$ cat src/rtl/tt_clk_div_pkg.sv
// Shared constants and helpers for the programmable clock divider.
package tt_clk_div_pkg;

    localparam int DEF_CNT_W = 4;
    localparam int MIN_DIV   = 2;

    // Flops on the scan path: c, act, pend (CNT_W each) plus pend_v, clk_p, ack, err, clk_n.
    function automatic int scan_len(input int cnt_w);
        return 3 * cnt_w + 5;
    endfunction

endpackage

$ cat src/rtl/tt_prog_divide_by_n.sv
// Runtime-programmable 50%-duty clock divider with shadowed divisor updates,
// stop/start control, sticky illegal-divisor error and a full scan chain.
module tt_prog_divide_by_n
    import tt_clk_div_pkg::*;
#(
    parameter int CNT_W       = DEF_CNT_W,
    parameter int DEFAULT_DIV = 3
) (
    input  logic             i_clk,
    input  logic             i_rst_n,
    input  logic             i_en,
    input  logic [CNT_W-1:0] i_div,
    input  logic             i_div_load,
    output logic [CNT_W-1:0] o_div_act,
    output logic             o_div_ack,
    output logic             o_err,
    output logic             o_clk,
    input  logic             i_scan_en,
    input  logic             i_scan_in,
    output logic             o_scan_out
);

    localparam int               SCAN_LEN = scan_len(CNT_W);
    localparam int               POS_LEN  = SCAN_LEN - 1;
    localparam logic [CNT_W-1:0] DIV_RST  = CNT_W'(DEFAULT_DIV);
    localparam logic [CNT_W-1:0] ONE      = CNT_W'(1);

    logic [CNT_W-1:0] c_q, c_d;
    logic [CNT_W-1:0] act_q, act_d;
    logic [CNT_W-1:0] pend_q, pend_d;
    logic             pend_v_q, pend_v_d;
    logic             clk_p_q, clk_p_d;
    logic             ack_q, ack_d;
    logic             err_q, err_d;
    logic             clk_n_q, clk_n_d;

    logic [CNT_W-1:0] half;
    logic [CNT_W-1:0] c_step;
    logic             at_bnd;
    logic [POS_LEN-1:0] chain_q;

    // Posedge portion of the scan chain, c[0] nearest i_scan_in.
    assign chain_q = {err_q, ack_q, clk_p_q, pend_v_q, pend_q, act_q, c_q};

    // NOTE: every variable assigned in always_comb gets a default first, so no latch is inferred.
    always_comb begin
        half     = act_q >> 1;
        at_bnd   = (c_q == act_q - ONE);
        c_step   = at_bnd ? '0 : c_q + ONE;

        c_d      = c_step;
        act_d    = act_q;
        pend_d   = pend_q;
        pend_v_d = pend_v_q;
        clk_p_d  = (c_step < half);
        ack_d    = 1'b0;
        err_d    = err_q;

        if (at_bnd) begin
            if (!i_en) begin
                // Stopped: park on the last count so the next enable starts a fresh period.
                c_d     = c_q;
                clk_p_d = 1'b0;
                if (pend_v_q) begin
                    act_d    = pend_q;
                    c_d      = pend_q - ONE;
                    pend_v_d = 1'b0;
                    ack_d    = 1'b1;
                end
            end else begin
                c_d     = '0;
                clk_p_d = 1'b1;
                if (pend_v_q) begin
                    act_d    = pend_q;
                    pend_v_d = 1'b0;
                    ack_d    = 1'b1;
                end
            end
        end

        // A load coinciding with a boundary only becomes pending for the following one.
        if (i_div_load) begin
            if (i_div < CNT_W'(MIN_DIV)) begin
                err_d = 1'b1;
            end else begin
                pend_d   = i_div;
                pend_v_d = 1'b1;
            end
        end

        if (i_scan_en) begin
            {err_d, ack_d, clk_p_d, pend_v_d, pend_d, act_d, c_d} =
                {chain_q[POS_LEN-2:0], i_scan_in};
        end
    end

    assign clk_n_d = i_scan_en ? err_q : clk_p_q;

    // NOTE: sequential state uses non-blocking assignments; reset is asynchronous on every flop.
    always_ff @(posedge i_clk or negedge i_rst_n) begin
        if (!i_rst_n) begin
            c_q      <= DIV_RST - ONE;
            act_q    <= DIV_RST;
            pend_q   <= '0;
            pend_v_q <= 1'b0;
            clk_p_q  <= 1'b0;
            ack_q    <= 1'b0;
            err_q    <= 1'b0;
        end else begin
            c_q      <= c_d;
            act_q    <= act_d;
            pend_q   <= pend_d;
            pend_v_q <= pend_v_d;
            clk_p_q  <= clk_p_d;
            ack_q    <= ack_d;
            err_q    <= err_d;
        end
    end

    // Half-cycle delayed copy; only stretches clk_p for odd divisors, never starts a pulse.
    always_ff @(negedge i_clk or negedge i_rst_n) begin
        if (!i_rst_n) begin
            clk_n_q <= 1'b0;
        end else begin
            clk_n_q <= clk_n_d;
        end
    end

    assign o_clk      = clk_p_q | (clk_n_q & act_q[0]);
    assign o_div_act  = act_q;
    assign o_div_ack  = ack_q;
    assign o_err      = err_q;
    assign o_scan_out = clk_n_q;

endmodule

$ cat config.mk
export PLATFORM = sky130hd
export DESIGN_NAME = tt_prog_divide_by_n
export DESIGN_NICKNAME = d
export VERILOG_FILES = /design/src/rtl/tt_clk_div_pkg.sv /design/src/rtl/tt_prog_divide_by_n.sv
export SDC_FILE = /design/constraint.sdc
export NUM_CORES = 1
export LEC_CHECK = 0
export CAP_MARGIN = 30
export CORE_ASPECT_RATIO = 0.75
export CORE_MARGIN = 5
export CORE_UTILIZATION = 52
export CTS_CLUSTER_SIZE = 8
export DETAILED_ROUTE_END_ITERATION = 16
export PLACE_DENSITY = 0.88
export SLEW_MARGIN = 20
export SYNTH_ARGS = -nofsm -noshare
export SYNTH_HDL_FRONTEND = slang
export SYNTH_SLANG_ARGS = --single-unit
$ cat constraint.sdc
create_clock -name i_clk -period 2.6 [get_ports i_clk]
set_clock_uncertainty 0.05 [all_clocks]
set_input_delay 0.39 -clock i_clk [delete_from_list [all_inputs] [get_ports i_clk]]
set_output_delay 0.39 -clock i_clk [all_outputs]
set_load 0.05 [all_outputs]
After elaboration in Yosys (flattened, before gate mapping)
Cells that the tools add are included.
{"block": "word_totals", "ff_bits": 17, "in_bits": 10, "out_inout_bits": 8}
{"block": "classes", "add_sub_neg": 3, "order_cmp": 2, "eq_ne": 3, "mux": 25, "n_bitwise": 2, "n_reduce_logical": 7}
{"operator": "4-bit two-way mux", "count": 11}
{"operator": "1-bit two-way mux", "count": 14}
{"operator": "2-bit nonzero test", "count": 4}
{"operator": "4-bit by 1-bit subtractor with 4-bit output (second input constant)", "count": 2}
{"operator": "2-bit AND reduction", "count": 3}
{"operator": "4-bit by 1-bit adder with 4-bit output (second input constant)", "count": 1}
{"operator": "4-bit equality test", "count": 1}
{"operator": "4-bit by 2-bit < comparator with 1-bit output (second input constant)", "count": 1}
{"operator": "4-bit by 3-bit < comparator with 1-bit output", "count": 1}
{"operator": "4-bit inequality test (second input constant)", "count": 1}
{"operator": "2-bit inequality test (second input constant)", "count": 1}
{"operator": "1-bit bitwise AND", "count": 1}
{"operator": "1-bit OR", "count": 1}

Logic depth before layout (Yosys ltp)
Gate-level depths: netlist of the first run.
{"block": "depth", "word_depth": 6, "ltp_mapped": 13}

==> impl_results.md, run 1 <==
- Seq/Total Area, Yosys: 39.2%
- Core footprint: 2010 um2
- Design area: 1360 um2
- Slowest stage delay, CP: 0.36 ns
- Total grt overflow: 0
- Number of H-tree levels: 1
- CTS Buffer Depth: 2
- ANT cells: 0
- Leakage: 0.640 nW
- Synth warn: 0
- Worst Path Arrival: 2.30 ns
- Startpoint Class: register
- Hold crit path type: input pin to async pin
- Ports: 18
- Mapped cell area: 1090 um2
- Area Growth Syn to Fin: 24.6%
- Routed wire per std cell: 14.7 um
- Vias in the first global route: 946
- Mapped Cells: 120
- Pwr Density: 1240 nW/um2
- Post-CTS Hold Fix Bufs: 0
- Clk pin slew, worst setup/hold paths: 0.10 ns
- Area contributors post-synth: dfrtp_1 30%, mux2i_1 7.3%, dfstp_2 7.2%
- Avg Cell Area, Syn: 9.12 um2
- RSZ-0062 raised after global routing: yes
- Cell accounting for the most synthesized area: dfrtp_1
- Crit-path cells: a21o_4 -> buf_12
- Hold WS: 0.398 ns
- Final GP Congestion: 0.857
- Final Hold Viols: 0
- CP max stage cell: dfrtn_1
- Vias: 943
- Cell Area, Placed: 1330 um2
- Maximum number of pins on one net before global-route repair: 30
- DRT iter0 DRCs: 36
- Final-stage net count: 157
- Status: finished with violations
- First drt pass iteration count: 4
- Vias per cell: 5.72
- GR Util All Layers: 16.8%
- TritonCTS clock tree: built
- Yosys top cell area share: 29.7%
- IO Port Bufs: 17
- Failing checks: setup timing
- Worst Path Class, Setup: register to primary output
- # setup viols final: 2
- Initial Utilization: 54.3%
- Mapped Nets: 135
- Final Max Slew Viols: 0
- Final ANT Viol Nets: 0
- Final worst slack: -0.143 ns
- Dpl ws: -0.163 ns
- DRC viols: 0
- Critical path required time: 2.16 ns
- Peak VDD IR: 0.872 mV
- Total Routed Length: 2420 um
- Clock sinks: 17
- Fillers: 154
- MaxCap Viol Count: 0
- CTS buffer count: 3
- Synthesized flop and latch total: 17
- Root buf cell: clkbuf_4
- Initial antenna violation count: 0
- Die footprint: 3130 um2
- Max-Slew Margin vs Limit: 66.4%
- DP Wirelength: 1920 um
- Chip height: 49.7 um
- Yosys cell types: 32
- Worst Tran Pin Value: 0.502 ns
- Share of cells above drive strength 1: 14.2%
- Clock Latency Late Sink: 0.30 ns
- Critical path fanouts, max: 2
- First-pass GRT wire length: 4190 um
- CP Capture Type: primary output
- Row Count: 14
- Die width: 63.0 um
path summary, 6_finish.rpt:
check	start	end	slack (ns)	cells past startpoint
max	o_scan_out	o_clk	-0.14	2
min	i_rst_n	o_div_act[2]	0.40	2
max reg2reg	o_div_act[0]	clk_p_q	0.14	12
min reg2reg	o_div_ack	o_err	0.49	2
max in group asynchronous	i_rst_n	o_scan_out	0.98	1
min in group i_clk	o_div_ack	o_err	0.49	2
synth_stat cells:
cell / number
a21boi_0: 2
a21o_1: 1
a21oi_1: 4
a21oi_2: 1
a311oi_1: 1
a31oi_1: 2
and2_4: 1
and3_1: 2
buf_6: 2
clkbuf_1: 5
dfrtn_1: 1
dfrtp_1: 13
dfstp_2: 3
ha_1: 5
inv_1: 9
mux2_2: 1
mux2i_1: 8
nand2_1: 14
nand2b_1: 1
nand3_1: 5
nand3_2: 1
nand4_1: 1
nor2_1: 4
nor3_1: 4
o211a_1: 1
o21ai_0: 13
o22ai_1: 4
o311ai_0: 1
or3_1: 1
xnor2_1: 2
xnor3_1: 1
xor2_1: 6
area by class of cell:
type | count | area [um2] | share of cell area, %
Clock buffer | 4 | 26.3 | 1.93
Inverter | 9 | 33.8 | 2.48
Multi-Input combinational cell | 87 | 598 | 43.9
Sequential cell | 17 | 433 | 31.7
Tap cell | 24 | 30.0 | 2.20
Timing Repair Buffer | 24 | 243 | 17.8
cell usage in the layout, fill, tap and decap left out, types with 3 or more instances in the layout:
cell and n:
o22ai_1 4, mux2i_1 8, nand3_1 5, nor3_1 4, clkbuf_4 3, clkdlybuf4s50_1 15
a21oi_1 4, nor2_1 4, ha_1 5, nand2_1 14, xor2_1 6, o21ai_0 12
buf_4 7, dfrtp_1 13, inv_1 9
logic make-up (layout without fill, tap and decap cells):
family | count (synthesis) | in the layout | synth area share (%)
and+or+nand+nor | 34 | 34 | 14.9
AOI/OAI and AO/OA | 30 | 30 | 16.6
DFF | 17 | 17 | 39.2
buffers and inverters | 16 | 37 | 6.86
xor gates and xnor gates | 9 | 9 | 8.46
muxes | 9 | 9 | 8.34
adders and majority gates | 5 | 5 | 5.71
power breakdown:
part | switching (W) | total [W] | internal (W)
registers | 0.000125 | 0.000501 | 0.000376
clock network | 0.0000867 | 0.000147 | 0.0000598
logic | 0.000563 | 0.00105 | 0.000486
total | 0.000775 | 0.00170 | 0.000922
worst max-delay path, delay by kind of cell (launching register included):
kind | cells | cell delay, ns
compound gates | 1 | 0.21
flops | 1 | 0.36
buf+inv | 1 | 0.14
state kept, by name, indices dropped and copies added, names as in the netlist:
| register | flops |
|---|---|
| o_div_ack | 1 |
| o_scan_out | 1 |
| o_div_act | 4 |
| pend_v_q | 1 |
| c_q | 4 |
| clk_p_q | 1 |
| o_err | 1 |
| pend_q | 4 |
routing by layer:
metal  vias to the layer above  global-route usage, %  share of wire, %
li1                        461                      -                 -
met1                       445                   21.2                44
met2                        28                   27.3                49
met3                         9                   2.73               4.8
met4                         0                   9.19               2.7
met5                         -                      0                 0
metrics by stage:
step | power [W] | instances | TNS [ns] | util [%]
after CTS | 0.00169 | 165 | -0.261 | 67.7
after global routing | 0.00184 | 165 | -0.440 | 67.7
after floorplan | 0.00121 | 120 | -0.0975 | -
after detailed placement | 0.00153 | 160 | -0.163 | 66.0
final | 0.00170 | 165 | -0.251 | 67.7
after global placement | 0.00149 | 160 | -0.146 | 66.0
repair_timing:
action,4_1_cts,5_1_grt
gates resized for setup,0,2
buffers inserted,1,0
setup endpoints to repair,2,3
(Power assumes the default switching activity.)
==> run 2: changes to the inputs <==
--- a/config.mk
+++ b/config.mk
@@ -8,10 +8,11 @@
 export CAP_MARGIN = 30
 export CORE_ASPECT_RATIO = 0.75
 export CORE_MARGIN = 5
-export CORE_UTILIZATION = 52
+export CORE_UTILIZATION = 54
+export CTS_BUF_LIST = sky130_fd_sc_hd__clkbuf_4 sky130_fd_sc_hd__clkbuf_8
 export CTS_CLUSTER_SIZE = 8
 export DETAILED_ROUTE_END_ITERATION = 16
-export PLACE_DENSITY = 0.88
+export PLACE_DENSITY = 0.91
 export SLEW_MARGIN = 20
 export SYNTH_ARGS = -nofsm -noshare
 export SYNTH_HDL_FRONTEND = slang
==> impl_results.md, run 2 (synthesized netlist as in run 1, its figures left out) <==
- Status: finished with violations
- Failing checks: setup timing
- RSZ-0062 raised after global routing: yes
- Share of cells above drive strength 1: 19.6%
- Initial Utilization: 55.8%
- Critical path fanouts, max: 2
- Final GP Congestion: 0.876
- Max-Slew Margin vs Limit: 65.7%
- DRT iter0 DRCs: 54
- First drt pass iteration count: 4
- Peak VDD IR: 0.846 mV
- Worst Path Class, Setup: register to primary output
- Area Growth Syn to Fin: 29.3%
- Slowest stage delay, CP: 0.37 ns
- Clock sinks: 17
- Setup tns final: -0.281 ns
- Final-stage net count: 159
- Hold WS: 0.390 ns
- Critical path required time: 2.16 ns
- Chip height: 49.0 um
- Fillers: 149
- Vias: 989
- CTS buffer count: 3
- Clk pin slew, worst setup/hold paths: 0.11 ns
- Clock Latency Late Sink: 0.29 ns
- Core footprint: 1960 um2
- Routed wire per std cell: 16.1 um
- Leakage: 0.653 nW
- Total Routed Length: 2690 um
- MaxCap Viol Count: 0
- Vias per cell: 5.92
- ANT cells: 0
- Fin cells: 167
- Worst reg2reg path depth: 12
- Number of H-tree levels: 1
- Root buf cell: clkbuf_4
- Vias in the first global route: 979
- Leading cell type in the layout, fill and taps excluded: clkdlybuf4s50_1
- Worst Path Arrival: 2.32 ns
- Cell Area, Placed: 1330 um2
- Final Max Slew Viols: 0
- CP Capture Type: primary output
- Worst Tran Pin Value: 0.512 ns
- Crit-path cells: a21o_4 -> buf_12
- GR Util All Layers: 19.1%
- Ports: 18
- Most frequent cells in the layout: 15 x clkdlybuf4s50_1, 13 x dfrtp_1, 12 x nand2_1, 12 x o21ai_0
- Design area: 1420 um2
- First-pass GRT wire length: 4400 um
- TritonCTS clock tree: built
- CTS Buffer Depth: 2
- Initial antenna violation count: 0
- Final ANT Viol Nets: 0
- Hold crit path type: input pin to async pin
- DP Wirelength: 2000 um
- IO Port Bufs: 17
- Dpl ws: -0.119 ns
- Die width: 62.0 um
- DRC viols: 0
- # setup viols final: 2
- Row Count: 14
- Total grt overflow: 0
- Final Hold Viols: 0
- CP max stage cell: dfrtn_1
- DP Cell Count: 160
- Startpoint Class: register
- Final worst slack: -0.156 ns
- Die footprint: 3040 um2
- Maximum number of pins on one net before global-route repair: 30
- Pwr Density: 1290 nW/um2
## run 2: worst max-delay path, delay by kind of cell (launching register included)
family / cells / cell delay [ns]
AO/OA/AOI/OAI: 1 / 0.21
buffers and inverters: 1 / 0.14
flip-flops: 1 / 0.37
## run 2: repair_timing
action,in CTS,in global routing
buffers inserted,1,2
pin swaps,0,6
endpoints found under the setup margin,3,3
endpoints found under the hold margin,0,0
gates resized for setup,1,6
hold buffers,0,0
## run 2: path summary, 6_finish.rpt
check / from / end / slack, ns
min: i_rst_n / o_err / 0.39
max: o_scan_out / o_clk / -0.16
min reg2reg: o_div_ack / o_err / 0.49
max in group asynchronous: i_rst_n / o_scan_out / 0.99
max reg2reg: o_div_act[0] / clk_p_q / 0.13
min in group i_clk: o_div_ack / o_err / 0.49
## run 2: area by class of cell
cell class / instances / area, um2 / share of cell area, %
multi-input combinational: 87 / 631 / 44.6
sequential: 17 / 433 / 30.6
timing repair buffer: 26 / 258 / 18.2
inverter: 9 / 33.8 / 2.39
tap: 24 / 30.0 / 2.12
clock buffer: 3 / 22.5 / 1.59
clock inverter: 1 / 7.51 / 0.531
## run 2: stage by stage
step | total power, W | util, %
global route | 0.00195 | 72.1
CTS | 0.00172 | 69.7
global placement | 0.00149 | 67.8
detailed placement | 0.00156 | 67.8
floorplan | 0.00121 | -
finish | 0.00182 | 72.1
## run 2: routing by layer
layer  global-route usage (%)  share of wire (%)  vias up
met4                     8.13                1.7        0
met2                     28.3                 49       46
met5                        0                  0        -
met3                     2.65                5.1        6
li1                         -                  -      462
met1                     27.2                 44      475
## run 2: power breakdown
| group | internal, W | switching (W) |
|---|---|---|
| clock network | 0.0000585 | 0.0000871 |
| logic | 0.000540 | 0.000630 |
| registers | 0.000376 | 0.000131 |
==> variant (settings of run 1) <==
The package constant `DEF_CNT_W` goes from 4 to 6.
--- a/src/rtl/tt_clk_div_pkg.sv
+++ b/src/rtl/tt_clk_div_pkg.sv
@@ -3,3 +3,3 @@
 
-    localparam int DEF_CNT_W = 4;
+    localparam int DEF_CNT_W = 6;
     localparam int MIN_DIV   = 2;
Interface: changed (resized i_div and o_div_act); port bits go from 18 to 22. The function was not compared with the original's and may differ.
==> variant against run 1 <==
  * The run still ends with negative setup slack left
  * Worst setup slack worse by 0.41 ns
  * Sequential cell count increased by 6
  * Power rose by 69%
  * Sequential share of layout area is 5.2 points lower
  * Cell area increased by 62%
  * Wire length increased by 86%
  * Worst hold slack improved by 0.070 ns
  * Area after synthesis grew 51%
  * Critical path type is now reg -> reg
==> variant: results (changes against run 1) <==
stage,metric,value,unit,change
run_status,violations,negative setup slack,,
yosys,seq_area_frac_synth,0.3502,,-0.04177
detailed_routing,avgViaCountPerCell,5.770,,+0.96%
timing,fin_tns_setup,-0.7695,ns,-0.5182 ns
global_routing,grt_max_degree,39,,+30%
run_status,outcome,"complete, but fails checks",,
global_routing,use_met3,0.04437,,+0.01710
yosys,syn-instance-count,168,,+40%
finish,nets,234,,+49%
detailed_routing,totalWireLength,4520,um,+86%
detailed_routing,vias,1454,,+54%
yosys,ys_top_cells_by_area,"dfrtp_1, mux2i_1, ha_1",,
yosys,synth_compound_area_frac,0.1619,,-0.003838
worst_setup_path,critPathTopFamily,compound AO/OA/AOI/OAI gates,,
pwr,ir_worst_vdd,0.6320,mV,-28%
yosys,synth_xor_area_frac,0.07413,,-0.01044
worst_setup_path,critPathMaxFanout,3,,+1
detailed_routing,wirelength_met1,2081,um,+97%
placement,placed_cell_area,2137,um^2,+61%
worst_setup_path,crit_slowest_cell,dfstp_4,,
pwr,p_leak,0.9840,nW,+54%
yosys,synthTopCellsByCount,"dfrtp_1, mux2i_1, nand2_1",,
detailed_routing,drtIter0Drc,103,,+190%
timing,setup_viol,4,,+2
timing,fin_ws,-0.5515,ns,-0.4086 ns
[variant: cell types whose count changed in the layout (fill, tap and decap cells not counted), sizes merged, moves of 5 or more]
cell,run 1,this run
a221oi,0,5
buf,9,30
dfrtp,13,19
mux2i,8,17
nor2b,0,7
o31ai,0,5
xnor2,2,10
[variant: repair_timing]
item / 4_1_cts / 5_1_grt
gates resized for setup: 2 / 3
buffers inserted: 1 / 0
pin swaps: 1 / 3
endpoints found under the setup margin: 8 / 13
[variant: cell type report]
type,instances,share of cell area
Multi-Input combinational cell,128,0.4712
Sequential cell,23,0.2653
Timing Repair Buffer,49,0.2025
Tap cell,38,0.02149
Clock buffer,4,0.02036
Inverter,10,0.01923
[variant: cells by family after synthesis]
kind of cell / Yosys count
simple gates: 52
compound gates: 35
flops: 23
mux: 20
buf+inv: 17
xor+xnor: 14
fa+ha+maj: 7
[variant: path summary, 6_finish.rpt]
kind	startpoint	endpoint	slack (ns)	depth (start not counted)
setup / recovery	o_div_act[0]	clk_p_q	-0.55	13
hold / removal	o_div_ack	o_err	0.47	2
setup reg to reg	o_div_act[0]	clk_p_q	-0.55	13
hold reg to reg	o_div_ack	o_err	0.47	2
max in group asynchronous	i_rst_n	o_scan_out	0.94	1
min in group asynchronous	i_rst_n	o_div_act[2]	0.48	2
[variant: power breakdown]
part | internal [mW] | total [mW] | leakage [nW] | switching [mW]
registers | 0.515 | 0.663 | 0.267 | 0.149
clock network | 0.110 | 0.230 | 0.0228 | 0.121
logic | 0.947 | 1.98 | 0.695 | 1.03
total | 1.57 | 2.87 | 0.984 | 1.30
